### config.mk
export PLATFORM = sky130hd
export DESIGN_NAME = shift299_ctrl_flat
export DESIGN_NICKNAME = d
export VERILOG_FILES = /design/src/rtl/shift299_if.sv /design/src/rtl/shift299_ctrl.sv /design/src/flat_wrapper.sv
export SDC_FILE = /design/constraint.sdc
export NUM_CORES = 1
export LEC_CHECK = 0
export CORE_UTILIZATION = 45
export DETAILED_ROUTE_END_ITERATION = 10
export PLACE_DENSITY_LB_ADDON = 0.05
export SKIP_LAST_GASP = 1
export SLEW_MARGIN = 15
export SYNTH_ARGS = -nofsm -noshare
export SYNTH_HDL_FRONTEND = slang
export SYNTH_SLANG_ARGS = --single-unit
### constraint.sdc
create_clock -name cp_i -period 5.36 [get_ports cp_i]
set_clock_uncertainty 0.05 [all_clocks]
set_input_delay 1.34 -clock cp_i [delete_from_list [all_inputs] [get_ports cp_i]]
set_output_delay 1.34 -clock cp_i [all_outputs]
set_load 0.01 [all_outputs]
### src/rtl/shift299_if.sv
// ---------------------------------------------------------------------------
// shift299_if
// Command / register-bus bundle between a requester, the shift299_ctrl
// controller and a '299-style universal shift register.
//   Requester -> controller : req, op, cnt, din, sin
//   Register  -> controller : io_in (register parallel outputs)
//   Controller -> register  : s, n_oe, dsr, dsl, io_drv, io_out
//   Controller -> requester : dout, ack, busy
// The slave modport is the controller view; the master modport is the
// requester / register-model view used by the environment.
// ---------------------------------------------------------------------------
interface shift299_if;
    logic       req;
    logic [1:0] op;
    logic [2:0] cnt;
    logic [7:0] din;
    logic       sin;
    logic [7:0] io_in;
    logic [1:0] s;
    logic       n_oe;
    logic       dsr;
    logic       dsl;
    logic       io_drv;
    logic [7:0] io_out;
    logic [7:0] dout;
    logic       ack;
    logic       busy;

    modport slave (
        input  req, op, cnt, din, sin, io_in,
        output s, n_oe, dsr, dsl, io_drv, io_out, dout, ack, busy
    );

    modport master (
        output req, op, cnt, din, sin, io_in,
        input  s, n_oe, dsr, dsl, io_drv, io_out, dout, ack, busy
    );
endinterface

### src/rtl/shift299_ctrl.sv
// ---------------------------------------------------------------------------
// shift299_ctrl
// Sequencer for a '299-style 8-bit universal shift register. Accepts one
// command at a time (load, shift right, shift left, read) and drives the
// register mode pins, serial fill inputs, output enable and the shared IO bus.
// Ports:
//   cp_i  : rising-edge clock, the only clock
//   mr_i  : synchronous active-high master reset, aborts any command
//   bus   : shift299_if.slave (command handshake + register bus)
// ---------------------------------------------------------------------------
module shift299_ctrl (
    input  logic      cp_i,
    input  logic      mr_i,
    shift299_if.slave bus
);

    localparam logic [1:0] OP_LOAD  = 2'b00;
    localparam logic [1:0] OP_RIGHT = 2'b01;
    localparam logic [1:0] OP_LEFT  = 2'b10;
    localparam logic [1:0] OP_READ  = 2'b11;

    localparam logic [1:0] S_HOLD  = 2'b00;
    localparam logic [1:0] S_LOAD  = 2'b11;

    typedef enum logic [2:0] {
        ST_IDLE  = 3'd0,
        ST_LOAD  = 3'd1,
        ST_SHIFT = 3'd2,
        ST_READ1 = 3'd3,
        ST_READ2 = 3'd4,
        ST_DONE  = 3'd5
    } state_t;

    state_t     state_q, state_d;
    logic [1:0] op_q, op_d;
    logic [3:0] cnt_q, cnt_d;
    logic [7:0] io_out_q, io_out_d;
    logic [7:0] dout_q, dout_d;

    logic [1:0] s_s;
    logic       n_oe_s;
    logic       io_drv_s;
    logic       ack_s;
    logic       busy_s;
    logic       dsr_s;
    logic       dsl_s;

    // State and datapath registers with synchronous master reset.
    always_ff @(posedge cp_i) begin
        if (mr_i) begin
            state_q  <= ST_IDLE;
            op_q     <= 2'b00;
            cnt_q    <= 4'd0;
            io_out_q <= 8'h00;
            dout_q   <= 8'h00;
        end else begin
            state_q  <= state_d;
            op_q     <= op_d;
            cnt_q    <= cnt_d;
            io_out_q <= io_out_d;
            dout_q   <= dout_d;
        end
    end

    // Next-state and datapath update; command inputs only matter in IDLE.
    always_comb begin
        state_d  = state_q;
        op_d     = op_q;
        cnt_d    = cnt_q;
        io_out_d = io_out_q;
        dout_d   = dout_q;
        case (state_q)
            ST_IDLE: begin
                if (bus.req) begin
                    op_d  = bus.op;
                    // A count of zero means a full byte (8 shifts).
                    cnt_d = (bus.cnt == 3'd0) ? 4'd8 : {1'b0, bus.cnt};
                    // IO_OUT only follows DIN for loads so it keeps the
                    // last loaded value across other commands.
                    if (bus.op == OP_LOAD) begin
                        io_out_d = bus.din;
                    end else begin
                        io_out_d = io_out_q;
                    end
                    case (bus.op)
                        OP_LOAD:  state_d = ST_LOAD;
                        OP_RIGHT: state_d = ST_SHIFT;
                        OP_LEFT:  state_d = ST_SHIFT;
                        OP_READ:  state_d = ST_READ1;
                        default:  state_d = ST_IDLE;
                    endcase
                end else begin
                    state_d = ST_IDLE;
                end
            end
            ST_LOAD: begin
                state_d = ST_DONE;
            end
            ST_SHIFT: begin
                // Saturating decrement: the counter never wraps below zero.
                if (cnt_q != 4'd0) begin
                    cnt_d = cnt_q - 4'd1;
                end else begin
                    cnt_d = cnt_q;
                end
                // Exit on the last shift cycle; a zero value (unreachable
                // in normal operation) also exits instead of shifting forever.
                if (cnt_q <= 4'd1) begin
                    state_d = ST_DONE;
                end else begin
                    state_d = ST_SHIFT;
                end
            end
            ST_READ1: begin
                state_d = ST_READ2;
            end
            ST_READ2: begin
                // Register outputs have had a full cycle to settle.
                dout_d  = bus.io_in;
                state_d = ST_DONE;
            end
            ST_DONE: begin
                state_d = ST_IDLE;
            end
            default: begin
                state_d = ST_IDLE;
            end
        endcase
    end

    // Output decode from the registered state only.
    always_comb begin
        s_s      = S_HOLD;
        n_oe_s   = 1'b1;
        io_drv_s = 1'b0;
        ack_s    = 1'b0;
        busy_s   = 1'b1;
        dsr_s    = 1'b0;
        dsl_s    = 1'b0;
        case (state_q)
            ST_IDLE: begin
                busy_s = 1'b0;
            end
            ST_LOAD: begin
                s_s      = S_LOAD;
                io_drv_s = 1'b1;
            end
            ST_SHIFT: begin
                // Mode pins mirror the latched opcode (01 right, 10 left).
                s_s   = op_q;
                dsr_s = (op_q == OP_RIGHT) ? bus.sin : 1'b0;
                dsl_s = (op_q == OP_LEFT)  ? bus.sin : 1'b0;
            end
            ST_READ1: begin
                n_oe_s = 1'b0;
            end
            ST_READ2: begin
                n_oe_s = 1'b0;
            end
            ST_DONE: begin
                ack_s = 1'b1;
            end
            default: begin
                busy_s = 1'b1;
            end
        endcase
    end

    assign bus.s      = s_s;
    assign bus.n_oe   = n_oe_s;
    assign bus.io_drv = io_drv_s;
    assign bus.ack    = ack_s;
    assign bus.busy   = busy_s;
    assign bus.dsr    = dsr_s;
    assign bus.dsl    = dsl_s;
    assign bus.io_out = io_out_q;
    assign bus.dout   = dout_q;

endmodule
### src/flat_wrapper.sv
// flat-port wrapper written by rule: the top's interface ports become plain ports
module shift299_ctrl_flat 
  (cp_i, mr_i, bus_req, bus_op, bus_cnt, bus_din, bus_sin, bus_io_in, bus_s, bus_n_oe, bus_dsr, bus_dsl, bus_io_drv, bus_io_out, bus_dout, bus_ack, bus_busy);
  shift299_if bus_i ();
  input  logic cp_i;
  input  logic mr_i;
  input wire logic [$bits(bus_i.req)-1:0] bus_req;
  input wire logic [$bits(bus_i.op)-1:0] bus_op;
  input wire logic [$bits(bus_i.cnt)-1:0] bus_cnt;
  input wire logic [$bits(bus_i.din)-1:0] bus_din;
  input wire logic [$bits(bus_i.sin)-1:0] bus_sin;
  input wire logic [$bits(bus_i.io_in)-1:0] bus_io_in;
  output wire logic [$bits(bus_i.s)-1:0] bus_s;
  output wire logic [$bits(bus_i.n_oe)-1:0] bus_n_oe;
  output wire logic [$bits(bus_i.dsr)-1:0] bus_dsr;
  output wire logic [$bits(bus_i.dsl)-1:0] bus_dsl;
  output wire logic [$bits(bus_i.io_drv)-1:0] bus_io_drv;
  output wire logic [$bits(bus_i.io_out)-1:0] bus_io_out;
  output wire logic [$bits(bus_i.dout)-1:0] bus_dout;
  output wire logic [$bits(bus_i.ack)-1:0] bus_ack;
  output wire logic [$bits(bus_i.busy)-1:0] bus_busy;
  assign bus_i.req = bus_req;
  assign bus_i.op = bus_op;
  assign bus_i.cnt = bus_cnt;
  assign bus_i.din = bus_din;
  assign bus_i.sin = bus_sin;
  assign bus_i.io_in = bus_io_in;
  assign bus_s = bus_i.s;
  assign bus_n_oe = bus_i.n_oe;
  assign bus_dsr = bus_i.dsr;
  assign bus_dsl = bus_i.dsl;
  assign bus_io_drv = bus_i.io_drv;
  assign bus_io_out = bus_i.io_out;
  assign bus_dout = bus_i.dout;
  assign bus_ack = bus_i.ack;
  assign bus_busy = bus_i.busy;
  shift299_ctrl u_core (.cp_i(cp_i), .mr_i(mr_i), .bus(bus_i));
endmodule
== Word-level counts from Yosys, hierarchy flattened ==
Cells that the tools add are included.

* $add $sub $neg: 1
* Equal/unequal tests: 12
* Reductions and logical operators: 11
* $lt $le $gt $ge: 1
* Muxes and demuxes: 17

{| class="wikitable"
|+ Operators by type and width
! operator !! count
|-
| 2-to-1 mux 4 bit || 3
|-
| case mux 3 bit (4 select lines) || 1
|-
| case mux 3 bit (3 select lines) || 1
|-
| 2-to-1 mux 1 bit || 8
|-
| case mux 4 bit (2 select lines) || 1
|-
| equality test 2 bit, second input constant || 3
|-
| equality test 3 x 2 -> 1 bit, second input constant || 2
|-
| equality test 3 bit, second input constant || 2
|-
| logical NOT 3 bit || 2
|-
| 2-to-1 mux 3 bit || 2
|-
| AND reduction 3 bit || 2
|-
| OR reduction 2 bit || 3
|-
| equality test 2 x 1 -> 1 bit, second input constant || 2
|-
| <= comparator 4 x 1 -> 1 bit, second input constant || 1
|-
| case mux 2 bit (2 select lines) || 1
|-
| nonzero test 4 bit || 1
|-
| subtractor 4 x 1 -> 4 bit, second input constant || 1
|-
| equality test 3 x 1 -> 1 bit, second input constant || 1
|-
| logical NOT 2 bit || 1
|-
| != test 2 x 1 -> 1 bit, second input constant || 1
|-
| != test 2 bit, second input constant || 1
|-
| AND reduction 2 bit || 1
|-
| nonzero test 2 bit || 1
|}

* Logic and storage cells: 47
* Input port bits: 25
* Register bits after elaboration: 25

== Depth between registers and ports, before layout ==
Gate-level depths: netlist of the first run.

* Depth in word-level cells: 5
* Mapped depth: 6
* Gate-level depth less buffers: 6

== Worst setup path after synthesis of the first run ==
OpenSTA, ideal clock, no wires.

* Kind: in2out
* Start point: input bus_sin
* End point: output bus_dsr
* Required time: 3,970 ps
* Setup slack: 2,227 ps
* Buffers on the path: 0
* Arrival: 1,743 ps
* Cell stages on the path: 2
* Cell sequence: nand2_1 > nor3b_1

* Cells in the longest elaborated chain, start to end: 2

{| class="wikitable"
|+ RTL lines
! element !! RTL line !! RTL
|-
| from (decl) || flat_wrapper.sv:11 || <nowiki>input wire logic [$bits(bus_i.sin)-1:0] bus_sin;</nowiki>
|-
| 2-to-1 mux 1 bit || shift299_ctrl.sv:151 || <nowiki>dsr_s = (op_q == OP_RIGHT) ? bus.sin : 1'b0;</nowiki>
|-
| 2-to-1 mux 1 bit || shift299_ctrl.sv:140 || <nowiki>case (state_q)</nowiki>
|-
| to (decl) || flat_wrapper.sv:15 || <nowiki>output wire logic [$bits(bus_i.dsr)-1:0] bus_dsr;</nowiki>
|}

Every way passes these cells.

== Worst setup path after layout of the first run ==
* Start point: input bus_sin
* End point: output bus_dsl

* Cells in the longest elaborated chain, start to end: 2

{| class="wikitable"
|+ RTL lines
! element !! RTL line !! RTL
|-
| 2-to-1 mux 1 bit || shift299_ctrl.sv:152 || <nowiki>dsl_s = (op_q == OP_LEFT) ? bus.sin : 1'b0;</nowiki>
|-
| 2-to-1 mux 1 bit || shift299_ctrl.sv:140 ||
|-
| to (decl) || flat_wrapper.sv:16 || <nowiki>output wire logic [$bits(bus_i.dsl)-1:0] bus_dsl;</nowiki>
|}

Every way passes these cells.

==> results of run 1 <==
==> through the flow <==
step	instances	cell area (um2)	utilization	power, uW
2_1_floorplan	139	1170	-	409
3_3_place_gp	208	1650	0.667	504
3_5_place_dp	208	1650	0.667	513
4_1_cts	212	1680	0.678	596
5_1_grt	212	1680	0.678	635
6_report	212	1680	0.678	592
==> where the power goes <==
part           switching (uW)  leakage (uW)  internal (uW)
Combinational             118      0.000454            138
Sequential               34.3      0.000204            217
Clock                    55.9     0.0000177           27.9
==> registers in the layout (all words and copies together), names as in the netlist <==
| name | flops |
|---|---|
| u_core.op_q | 2 |
| u_core.cnt_q | 4 |
| u_core.state_q | 3 |
| u_core.bus.io_out | 8 |
| u_core.bus.dout | 8 |
==> cell type report <==
type	count	area share
clock inverters	1	0.00298
well taps	30	0.0224
clock buffers	3	0.0134
multi-input cells	101	0.368
flip-flops and latches	25	0.298
repair buffers	48	0.286
inverters	4	0.00894
==> synth_stat cells, types with 2 or more instances <==
cell / number
sky130_fd_sc_hd__dfxtp_1: 25
sky130_fd_sc_hd__nand2_1: 21
sky130_fd_sc_hd__a21oi_1: 15
sky130_fd_sc_hd__nor2_1: 14
sky130_fd_sc_hd__mux2i_1: 8
sky130_fd_sc_hd__clkbuf_1: 7
sky130_fd_sc_hd__nor2b_1: 6
sky130_fd_sc_hd__nor3b_1: 5
sky130_fd_sc_hd__ha_1: 4
sky130_fd_sc_hd__inv_1: 4
sky130_fd_sc_hd__o21ai_0: 4
sky130_fd_sc_hd__a21o_1: 2
sky130_fd_sc_hd__a31oi_1: 2
sky130_fd_sc_hd__nand4b_1: 2
sky130_fd_sc_hd__or2_2: 2
sky130_fd_sc_hd__or3_1: 2
sky130_fd_sc_hd__or4_1: 2
==> cells in the final DEF (no fill, tap or decap) <==
master | synthesis | layout
sky130_fd_sc_hd__a21o_1 | 2 | 2
sky130_fd_sc_hd__a21oi_1 | 15 | 15
sky130_fd_sc_hd__a221oi_1 | 1 | 1
sky130_fd_sc_hd__a31oi_1 | 2 | 2
sky130_fd_sc_hd__and2_1 | 1 | 1
sky130_fd_sc_hd__and3b_1 | 1 | 1
sky130_fd_sc_hd__clkbuf_4 | 0 | 3
sky130_fd_sc_hd__clkdlybuf4s50_1 | 0 | 48
sky130_fd_sc_hd__clkinv_2 | 0 | 1
sky130_fd_sc_hd__dfxtp_1 | 25 | 25
sky130_fd_sc_hd__ha_1 | 4 | 4
sky130_fd_sc_hd__inv_1 | 4 | 4
sky130_fd_sc_hd__mux2_2 | 1 | 1
sky130_fd_sc_hd__mux2i_1 | 8 | 8
sky130_fd_sc_hd__nand2_1 | 21 | 21
sky130_fd_sc_hd__nand3_1 | 1 | 1
sky130_fd_sc_hd__nand4b_1 | 2 | 2
sky130_fd_sc_hd__nor2_1 | 14 | 14
sky130_fd_sc_hd__nor2b_1 | 6 | 6
sky130_fd_sc_hd__nor3b_1 | 5 | 5
sky130_fd_sc_hd__nor4_1 | 1 | 1
sky130_fd_sc_hd__o211ai_1 | 1 | 1
sky130_fd_sc_hd__o21ai_0 | 4 | 4
sky130_fd_sc_hd__o21ba_2 | 1 | 1
sky130_fd_sc_hd__o21bai_1 | 1 | 1
sky130_fd_sc_hd__o2bb2ai_1 | 1 | 1
sky130_fd_sc_hd__or2_2 | 2 | 2
sky130_fd_sc_hd__or3_1 | 2 | 2
sky130_fd_sc_hd__or3b_4 | 1 | 1
sky130_fd_sc_hd__or4_1 | 2 | 2
sky130_fd_sc_hd__or4b_1 | 1 | 1
==> layer usage <==
layer,vias to the layer above,global-route usage,wire [um]
met5,-,0,0
met4,0,0.0658,25
met3,6,0.0431,153
met2,36,0.333,1250
met1,502,0.233,1130
li1,564,-,-
==> cells by family (layout without fill, tap and decap cells) <==
family,Yosys count,after routing,share of synthesized area
compound gates,28,28,0.141
fa+ha+maj,4,4,0.0426
buf+inv,13,56,0.0479
flops,25,25,0.426
mux,9,9,0.0777
simple gates,60,60,0.265
==> tightest hold or removal path, delay by kind of cell, from the launching register on <==
family / cells / cell delay, ns
flip-flops: 1 / 0.33
AND/OR/NAND/NOR: 1 / 0.05
AO/OA/AOI/OAI: 1 / 0.05
==> worst paths after layout <==
kind	slack (ns)	to	cells past startpoint	startpoint
hold reg to reg	0.42	u_core.bus.dout[1]	2	u_core.bus.dout[1]
setup / recovery	1.32	bus_dsl	4	bus_sin
hold / removal	0.42	u_core.bus.dout[1]	2	u_core.bus.dout[1]
setup reg to reg	3.25	u_core.cnt_q[0]	4	u_core.state_q[1]
==> metrics, run 1 <==
Max Root-Sink Buffers 2; synth warn 0; clk slew on worst S/H paths 0.14 ns; largest delay contributor family on the critical path buffers and inverters; NumNets Final 212; Tightest Hold Check Type reg2reg; arrival time worst endpoint 2.65 ns; nets in the synthesized netlist 168; final critical-path required period 4.04 ns; leakage power 0.000675 uW; dominant synthesized flop cell sky130_fd_sc_hd__dfxtp_1; die width 53.1 um; vertical die dimension 53.1 um; fin worst setup slack 1.32 ns; proportion of layout cells with a drive suffix above 1 0.0495; Slew headroom 0.387; Final Hold Vio Count 0; HPWL reported at the end of detailed placement 1.89 mm; top cells by area in the synthesized netlist sky130_fd_sc_hd__dfxtp_1, sky130_fd_sc_hd__mux2i_1, sky130_fd_sc_hd__nand2_1; Setup Slack @ Placement 1.32 ns; detailed-routing iteration count for the pre-antenna-repair pass 6; sequential area share after synthesis 0.426; number of levels the H-tree was split into 1; routed via count divided by cell count 5.23; clk_lat worst skew 0.31 ns; post-synthesis instance area 1170 um2; cell type of the slowest stage on the worst timing path sky130_fd_sc_hd__clkdlybuf4s50_1; Initial Utilization 0.474; Iter 0 DRT Violations 15; CTS tree yes; input/output buffers 48; period utilization 0.754; CTS-repair resized insts 0; hold_buf cts 0; CP dominant cell by count sky130_fd_sc_hd__clkdlybuf4s50_1; RSZ-0062 raised after global routing false; first-pass GRT wire length 3.99 mm; count of standard-cell rows 18; maximum number of pins on one net before global-route repair 27; overflow left after global routing 0; highest attainable clock frequency 247 MHz; TritonCTS Sinks 25; final antenna-violating net count 0; sequence of cells on the critical path clkdlybuf4s50_1 -> nand2_1 -> nor3b_1 -> clkdlybuf4s50_1; count of antenna diodes in the layout 0; total CTS buffers 3; Core Footprint 2480 um2; average detailed-routed wire length per instance 12.0 um; antenna violations before repair 0; number of buffers inserted to repair setup after CTS 0; area taken by multi-input logic gates 618 um2; Setup crit start kind input port; smallest hold slack 0.416 ns; count of pins on the block boundary 49; total global-route track usage 0.193; outcome finished clean; worst path required time 3.97 ns; Setup TNS Final 0 ns; element type at the critical path end output pin; vias after detailed routing 1108; number of fill cells 207; Setup Crit Path Kind in2out; proportion of netlist area held by the largest area contributor 0.426; remaining routing DRC violations 0; Die ar. 2820 um2; CP Max Fanout 2; Mapped Avg Cell Area 8.45 um2; slew of the pin with the lowest slew margin 0.916 ns; final wirelength 2.55 mm; number of setup violations in the final report 0; number of distinct standard cells referenced by the synthesized netlist 31; max capacitance violation total 0; via count of the first global-routing pass 916; Cells after Synth 139; clock root cell sky130_fd_sc_hd__clkbuf_4; pwr dens 353 nW/um2; Seq cells post-synth 25; crit-path max cell delay 0.58 ns; library cell with the largest summed area after synthesis sky130_fd_sc_hd__dfxtp_1; Async SR Flop Fraction 0; final max-slew violation count 0; Sequential cell area 500 um2; Critical path buffers and inverters 2; number of enable flip-flop cells after synthesis 0; signed area change from the synthesized netlist to the final layout 42.9%; gpl congestion 0.778; Max VDD drop 0.000248 V
Note: power is estimated with default switching activity, not from simulation.
==> run 2: changes to the inputs <==
--- a/config.mk
+++ b/config.mk
@@ -5,7 +5,7 @@
 export SDC_FILE = /design/constraint.sdc
 export NUM_CORES = 1
 export LEC_CHECK = 0
-export CORE_UTILIZATION = 45
+export CORE_UTILIZATION = 42
 export DETAILED_ROUTE_END_ITERATION = 10
 export PLACE_DENSITY_LB_ADDON = 0.05
 export SKIP_LAST_GASP = 1
==> constraint.sdc (replaced) <==
create_clock -name cp_i -period 4.1 [get_ports cp_i]
set_clock_uncertainty 0.05 [all_clocks]
set_input_delay 1.025 -clock cp_i [delete_from_list [all_inputs] [get_ports cp_i]]
set_output_delay 1.025 -clock cp_i [all_outputs]
set_load 0.01 [all_outputs]
==> metrics, run 2 (same netlist as run 1, synthesis figures left out) <==
input/output buffers 48; CP dominant cell by count sky130_fd_sc_hd__clkdlybuf4s50_1; TritonCTS Sinks 25; vertical die dimension 54.9 um; remaining routing DRC violations 0; clock root cell sky130_fd_sc_hd__clkbuf_4; count of pins on the block boundary 49; clk slew on worst S/H paths 0.12 ns; via count of the first global-routing pass 935; max capacitance violation total 0; maximum number of pins on one net before global-route repair 27; Tightest Hold Check Type reg2reg; crit-path max cell delay 0.56 ns; proportion of layout cells with a drive suffix above 1 0.0546; routed via count divided by cell count 5.27; NumNets Final 213; Core Footprint 2570 um2; largest delay contributor family on the critical path buffers and inverters; final max-slew violation count 0; sequence of cells on the critical path clkdlybuf4s50_1 -> nand2_1 -> nor3b_1 -> clkdlybuf4s50_1; CP Max Fanout 2; vias after detailed routing 1122; count of standard-cell rows 18; number of levels the H-tree was split into 1; CTS tree yes; gpl congestion 0.869; Max Root-Sink Buffers 2; final antenna-violating net count 0; start of the worst register-to-register path u_core.state_q[1]; highest attainable clock frequency 298 MHz; total CTS buffers 3; outcome finished clean; count of antenna diodes in the layout 0; GR peak layer met2; Max VDD drop 0.000365 V; number of cells on the worst reg-to-reg path 4; clk_lat worst skew 0.31 ns; area taken by multi-input logic gates 618 um2; die width 54.9 um; worst path required time 3.02 ns; Die ar. 3010 um2; RSZ-0062 raised after global routing false; Iter 0 DRT Violations 10; HPWL reported at the end of detailed placement 2.05 mm; signed area change from the synthesized netlist to the final layout 43.6%; first-pass GRT wire length 3.98 mm; Critical path buffers and inverters 2; Worst Hold Launch u_core.bus.dout[2]; average detailed-routed wire length per instance 12.5 um; Setup crit start kind input port; Setup TNS Final 0 ns; cell type of the slowest stage on the worst timing path sky130_fd_sc_hd__clkdlybuf4s50_1; period utilization 0.819; Setup Crit Path Kind in2out; WHS Endpoint u_core.bus.dout[2]; Design Power 776 uW; arrival time worst endpoint 2.28 ns; final critical-path required period 3.36 ns; hold_buf cts 0; Worst Hold Path Cells 2; element type at the critical path end output pin; detailed-routing iteration count for the pre-antenna-repair pass 4; number of setup violations in the final report 0; met2 layer usage reported by global route 0.337; FF-to-FF End u_core.cnt_q[0]; total global-route track usage 0.188; number of fill cells 236; Sequential cell area 500 um2; Final Hold Vio Count 0; pwr dens 460 nW/um2; number of buffers inserted to repair setup after CTS 0; Slew headroom 0.399; commonest cells after routing, fill and taps aside sky130_fd_sc_hd__clkdlybuf4s50_1, sky130_fd_sc_hd__dfxtp_1, sky130_fd_sc_hd__nand2_1; antenna violations before repair 0; slew of the pin with the lowest slew margin 0.899 ns; commonest non-fill, non-tap cell in the layout sky130_fd_sc_hd__clkdlybuf4s50_1; final wirelength 2.67 mm; overflow left after global routing 0; met3 track demand over resource in global routing 0.0710; leakage power 0.000680 uW; setup slack of the worst register-to-register path 1.91 ns; CTS-repair resized insts 0; routing usage on met1 0.200; Initial Utilization 0.458
[run 2: cell count changes in the layout (fill, tap and decap cells not counted)]
cell and delta:
sky130_fd_sc_hd__buf_4 +1
[run 2: cell type report]
type	count	share of cell area
Timing Repair Buffer	49	0.289
Inverter	4	0.00890
Clock inverter	1	0.00297
Clock buffer	3	0.0134
Tap cell	30	0.0223
Sequential cell	25	0.297
Multi-Input combinational cell	101	0.366
[run 2: how the worst max path moves through the flow]
stage	startpoint	endpoint	slack, ns	cells past startpoint
after floorplan	bus_sin	bus_dsr	1.60	2
after global placement	bus_sin	bus_dsr	0.75	4
after detailed placement	bus_sin	bus_dsr	0.73	4
after CTS	bus_sin	bus_dsr	0.73	4
after global routing	bus_sin	bus_dsr	0.64	4
final	bus_sin	bus_dsr	0.74	4
[run 2: where the power goes]
| part | switching (uW) | total [uW] | internal, uW |
|---|---|---|---|
| sequential | 45.8 | 330 | 284 |
| combinational | 157 | 340 | 183 |
| clock | 69.3 | 106 | 36.5 |
[run 2: tightest hold or removal path, delay by kind of cell (launching register included)]
family             cells  cell delay [ns]
and+or+nand+nor        1             0.05
DFF                    1             0.33
AOI/OAI and AO/OA      1             0.05
[run 2: through the flow]
stage	hold slack, ns	cell area [um2]	std cells	util	setup slack, ns
global route	0.439	1690	213	0.657	0.644
finish	0.415	1690	213	0.657	0.740
floorplan	0.431	1170	139	-	1.60
CTS	0.419	1690	213	0.657	0.727
global placement	0.391	1660	209	0.646	0.747
detailed placement	0.400	1660	209	0.646	0.734
[run 2: per-layer routing]
layer	routed length, um	vias up
met1	1100	520
met5	0	-
met2	1370	32
met4	25	0
met3	168	4
li1	-	566
